===== config.mk =====
export PLATFORM = sky130hd
export DESIGN_NAME = serdes_lane_serializer
export DESIGN_NICKNAME = d
export VERILOG_FILES = /design/src/rtl/serdes_pkg.sv /design/src/rtl/serdes_lane_shifter.sv /design/src/rtl/serdes_lane_serializer.sv
export SDC_FILE = /design/constraint.sdc
export NUM_CORES = 1
export LEC_CHECK = 0
export CAP_MARGIN = 20
export CORE_UTILIZATION = 48
export DETAILED_ROUTE_END_ITERATION = 16
export HOLD_SLACK_MARGIN = 0.08
export PLACE_DENSITY = 0.7
export SLEW_MARGIN = 20
export SYNTH_ARGS = -nofsm -noshare
export SYNTH_HDL_FRONTEND = slang
export SYNTH_SLANG_ARGS = --single-unit

===== constraint.sdc =====
create_clock -name clk -period 1.5 [get_ports clk]
set_input_delay 0.375 -clock clk [delete_from_list [all_inputs] [get_ports clk]]
set_output_delay 0.375 -clock clk [all_outputs]
set_load 0.05 [all_outputs]

===== src/rtl/serdes_pkg.sv =====
// Shared types and helpers for the SERDES link-partner transmit stage.
package serdes_pkg;

    typedef enum logic [1:0] {
        OFF,
        DETECT,
        IDLE,
        ACTIVE
    } serdes_tx_state_e;

    localparam int unsigned SERDES_SYM_W_DEFAULT = 10;
    localparam int unsigned SERDES_DATA_MAX      = 1024;
    localparam int unsigned SERDES_SLICE_MAX     = 32;

    // Extract lane's symbol from a flattened lane-major word.
    function automatic logic [SERDES_SLICE_MAX-1:0] sym_slice(
        input logic [SERDES_DATA_MAX-1:0] data,
        input int unsigned                lane,
        input int unsigned                sym_w = SERDES_SYM_W_DEFAULT
    );
        logic [SERDES_DATA_MAX-1:0]  shifted;
        logic [SERDES_SLICE_MAX-1:0] mask;
        shifted = data >> (lane * sym_w);
        mask    = (sym_w >= SERDES_SLICE_MAX) ? '1
                : ((SERDES_SLICE_MAX'(1) << sym_w) - SERDES_SLICE_MAX'(1));
        return shifted[SERDES_SLICE_MAX-1:0] & mask;
    endfunction

endpackage


===== src/rtl/serdes_lane_shifter.sv =====
// Per-lane symbol shift register driving a registered complementary pair.
module serdes_lane_shifter
    import serdes_pkg::*;
#(
    parameter int unsigned SYM_W = SERDES_SYM_W_DEFAULT
) (
    input  logic             clk,
    input  logic             rst_n,
    input  logic             load,
    input  logic             shift,
    input  logic             drive,
    input  logic [SYM_W-1:0] din,
    output logic             rxp,
    output logic             rxn
);

    // Holds the bits still to be sent; bit 0 of a new symbol goes straight out.
    logic [SYM_W-1:0] sr;

    always_ff @(posedge clk or negedge rst_n) begin
        if (!rst_n) begin
            sr  <= '0;
            rxp <= 1'b0;
            rxn <= 1'b0;
        end else if (drive && load) begin
            sr  <= din >> 1;
            rxp <= din[0];
            rxn <= ~din[0];
        end else if (drive && shift) begin
            sr  <= sr >> 1;
            rxp <= sr[0];
            rxn <= ~sr[0];
        end else begin
            rxp <= 1'b0;
            rxn <= 1'b0;
        end
    end

endmodule


===== src/rtl/serdes_lane_serializer.sv =====
// Link-partner transmit stage: serializes lock-stepped lane symbols LSB-first
// with electrical-idle and far-end presence signalling.
module serdes_lane_serializer
    import serdes_pkg::*;
#(
    parameter int unsigned NL          = 1,
    parameter int unsigned SYM_W       = SERDES_SYM_W_DEFAULT,
    parameter int unsigned PRESENT_DLY = 16
) (
    input  logic                clk,
    input  logic                rst_n,
    input  logic                en,
    input  logic [NL*SYM_W-1:0] sym_data,
    input  logic                sym_valid,
    output logic                sym_ready,
    input  logic                eidle_req,
    output logic [NL-1:0]       rxp,
    output logic [NL-1:0]       rxn,
    output logic [NL-1:0]       rxpresent,
    output logic                underrun
);

    localparam int unsigned       CW       = (SYM_W > 1) ? $clog2(SYM_W) : 1;
    localparam logic [CW-1:0]     BIT_LAST = CW'(SYM_W - 1);
    localparam logic [7:0]        DLY_END  = 8'(PRESENT_DLY);

    serdes_tx_state_e state;
    logic [7:0]       dly_cnt;
    logic [CW-1:0]    bit_cnt;
    logic             accept;
    logic             at_last;
    logic             shift_en;

    always_comb begin
        sym_ready = 1'b0;
        case (state)
            IDLE:    sym_ready = !eidle_req;
            ACTIVE:  sym_ready = (bit_cnt == BIT_LAST) && !eidle_req;
            default: sym_ready = 1'b0;
        endcase
    end

    assign accept   = en && sym_valid && sym_ready;
    assign at_last  = (state == ACTIVE) && (bit_cnt == BIT_LAST);
    assign shift_en = (state == ACTIVE) && !at_last;

    // Counter is compared against PRESENT_DLY (not -1) so rxpresent rises
    // PRESENT_DLY+1 edges after the edge that samples en high.
    always_ff @(posedge clk or negedge rst_n) begin
        if (!rst_n) begin
            state     <= OFF;
            dly_cnt   <= '0;
            bit_cnt   <= '0;
            rxpresent <= '0;
            underrun  <= 1'b0;
        end else begin
            underrun <= 1'b0;
            if (!en) begin
                state     <= OFF;
                dly_cnt   <= '0;
                bit_cnt   <= '0;
                rxpresent <= '0;
            end else begin
                case (state)
                    OFF: begin
                        state   <= DETECT;
                        dly_cnt <= '0;
                    end
                    DETECT: begin
                        if (dly_cnt == DLY_END) begin
                            state     <= IDLE;
                            rxpresent <= '1;
                        end else begin
                            dly_cnt <= dly_cnt + 8'd1;
                        end
                    end
                    IDLE: begin
                        if (accept) begin
                            state   <= ACTIVE;
                            bit_cnt <= '0;
                        end
                    end
                    ACTIVE: begin
                        if (bit_cnt == BIT_LAST) begin
                            bit_cnt <= '0;
                            if (!accept) begin
                                state    <= IDLE;
                                underrun <= !eidle_req;
                            end
                        end else begin
                            bit_cnt <= bit_cnt + CW'(1);
                        end
                    end
                    default: state <= OFF;
                endcase
            end
        end
    end

    for (genvar l = 0; l < NL; l++) begin : g_lane
        serdes_lane_shifter #(
            .SYM_W(SYM_W)
        ) u_shifter (
            .clk   (clk),
            .rst_n (rst_n),
            .load  (accept),
            .shift (shift_en),
            .drive (en),
            .din   (SYM_W'(sym_slice(SERDES_DATA_MAX'(sym_data), unsigned'(l), SYM_W))),
            .rxp   (rxp[l]),
            .rxn   (rxn[l])
        );
    end

endmodule


==> results.ini <==
[clock_network]
clk_pin_slew_ns=0.15
numCtsBuffers=3
cts.sinks=27
cts_buffer_depth=2
cts_hold_buf=0
cts_tree=built
clockRootBuffer=clkbuf_4
clk_latency_ns=0.32
h-tree-depth=1

[timing]
period_share_pct=120
fmax_ghz=0.555
slew_viol_final=0
worst_pin_slew_ns=0.355
rsz0062_at_grt=yes
finalSetupViolCount=13
finClkSkew_ns=0.00507
layout_min_cycle_time_ns=1.80
holdWs_ns=0.397
setup_slack_ns=-0.302
slew-limit-headroom_pct=76.2
hold_viol=0

[finish]
multiInputGateArea_sq_um=798
nFillCells=188
diodes=0
fin_util_pct=75.2
postLayoutCellArea_sq_um=2070
register_area_sq_um=678
area_delta_synth_final_pct=47.4
drive_above_1_share_pct=35.9
layout.nets=204

[place]
dpl_cell_area_sq_um=1800
gp_congestion=0.931
io_buffer_count=19
place_hpwl_um=2160

[synth]
synth_fp_nets=160
synth_area_leaders=dfrtp_1 48%, mux2i_1 5.7%, o21ai_0 4.3%
synth_top_area_share_pct=48.0
yosys_warnings=0
synthFlopType=dfrtp_1
synth_edf_count=0
async_reset_ff_share_pct=100
synth_cell_type_count=40
yosysSeqAreaShare_pct=48.0
ys_seq_elements=27
syn_area_sq_um=1410
synth_cells=141
synth_top_area_cell=dfrtp_1
syn_avg_cell_area_sq_um=9.98

[power]
p_per_area_nw_per_um2=572
leakagePower_nw=0.990
ir_drop_uv=607

[setup_path]
cp-end-kind=output pin
worstPathArrival_ns=1.43
crit_slowest_cell=dfrtp_1
worstPathRequired_ns=1.12
cp_common_cell=nand2_2
worstSetupPathType=flip-flop to output pin
path_max_fanout=2
cp_cell_sequence=inv_2 > ha_4 > nand3b_4 > nand2_2 > nand2_2 > nor2_4 > buf_12
worst_setup_path_start_kind=flip-flop
slowest_delay_ns=0.42

[detailed_routing]
drtPass1Iterations=4
vias=1190
drc=0
vias_per_cell=5.53
routedWlPerCell_um=15.4
drt.antenna.violating_nets=0
drt_iter0_drc=34
drt-total-wl_um=3300

[global_route]
antenna_found_initial=0
grt_pass1_wl_um=5530
grt_max_degree=28
track_usage_pct=22.5
overflow=0
grt_pass1_vias=1205

[floorplanning]
ios=20
chipWidth_um=56.2
rows=19
die_h_um=56.2
core_area_sq_um=2760
design.die.area_sq_um=3150
initial_core_util_pct=51.0

[flow_run]
max-cap-violations=0

[worst_hold_path]
hp-class=primary input to async pin

[run_status]
violations=setup timing
status=finished with violations

-- placed cells by master, fill, tap and decap left out, drive strengths merged, types with 2 or more instances in the layout --
cell,Yosys,layout
buf,7,32
dfrtp,27,27
nand2,17,17
o21ai,17,17
clkdlybuf4s50,0,14
nand3,9,9
mux2i,8,8
nor2,8,8
inv,5,5
and3,4,4
ha,4,4
a22o,3,3
a22oi,3,3
clkbuf,1,3
nor4,2,2
a31oi,2,2
o31ai,2,2
mux2,2,2
a21oi,2,2
nand2b,2,2
nor2b,2,2
-- per-stage QoR --
step                setup slack (ns)  power (mW)  instances  TNS, ns
floorplan                    -0.0202       0.782        141  -0.0202
finish                        -0.302        1.19        215    -2.71
detailed placement            -0.321       0.859        201    -4.73
global route                  -0.376        1.24        215    -3.85
global placement              -0.235       0.856        201    -4.08
CTS                           -0.315        1.19        212   -0.743
-- Yosys cell counts, types with 3 or more instances --
library cell and count:
o21ai_1 5, nand2_1 16, nor2_1 8, inv_1 5, nand3_1 8, mux2i_1 8, o21ai_0 12, a22oi_1 3
dfrtp_1 27, ha_1 4, a22o_1 3, and3_1 3, buf_2 5
-- routing by layer --
layer / part of all wire, % / global-route usage [%] / up-vias
met5: 0 / 0 / -
met2: 49 / 36.1 / 21
met4: 0.58 / 5.23 / 0
met1: 48 / 32.9 / 581
li1: - / - / 586
met3: 3.0 / 2.33 / 2
-- kinds of logic (layout without fill, tap and decap cells) --
| group | count (synthesis) | after routing | synth area share [%] |
|---|---|---|---|
| compound gates | 35 | 35 | 15.9 |
| xor+xnor | 1 | 1 | 0.622 |
| fa+ha+maj | 4 | 4 | 3.56 |
| buf+inv | 13 | 56 | 4.71 |
| flops | 27 | 27 | 48.0 |
| mux | 10 | 10 | 7.29 |
| simple gates | 51 | 51 | 19.9 |
-- area by class of cell --
cell class                 count  area share, %
clock buffer                   3           1.09
clock inverter                 1          0.362
inverter                       5          0.905
multi-input combinational    101           38.5
sequential                    27           32.7
tap                           31           1.87
timing repair buffer          47           24.6
-- timing repair --
action                     4_1_cts  5_1_grt
resized for setup               13       28
pin swaps                        6        6
setup endpoints to repair       11       21
gates cloned                     3        1
setup buffers                    4        2
-- report_power, final --
part / internal, mW / switching [mW]
combinational: 0.0670 / 0.0503
clock: 0.102 / 0.223
sequential: 0.734 / 0.00967
total: 0.903 / 0.283
-- worst paths after layout --
| path | from | endpoint | slack [ns] | depth (start not counted) |
|---|---|---|---|---|
| max | bit_cnt[1] | sym_ready | -0.30 | 7 |
| min | rst_n | bit_cnt[2] | 0.40 | 2 |
| max reg2reg | bit_cnt[1] | g_lane[0].u_shifter.rxn | -0.27 | 9 |
| min reg2reg | g_lane[0].u_shifter.sr[0] | g_lane[0].u_shifter.rxn | 0.50 | 1 |
| max in group asynchronous | rst_n | dly_cnt[0] | 0.83 | 2 |
| min in group clk | g_lane[0].u_shifter.sr[0] | g_lane[0].u_shifter.rxn | 0.50 | 1 |
-- sequential cells by signal (all words and copies together), names as in the netlist --
register              cells
g_lane.u_shifter.sr       9
dly_cnt                   8
bit_cnt                   4
state                     2
g_lane.u_shifter.rxn      1
g_lane.u_shifter.rxp      1
rxpresent                 1
underrun                  1
-- worst max-delay path, delay by kind of cell, from the launching register on --
| kind | cells | cell delay [ns] |
|---|---|---|
| AND/OR/NAND/NOR | 4 | 0.34 |
| buffers and inverters | 2 | 0.21 |
| flip-flops | 1 | 0.42 |
| adder cells (fa/ha/maj) | 1 | 0.13 |
Power figures use the tool's default switching activity.
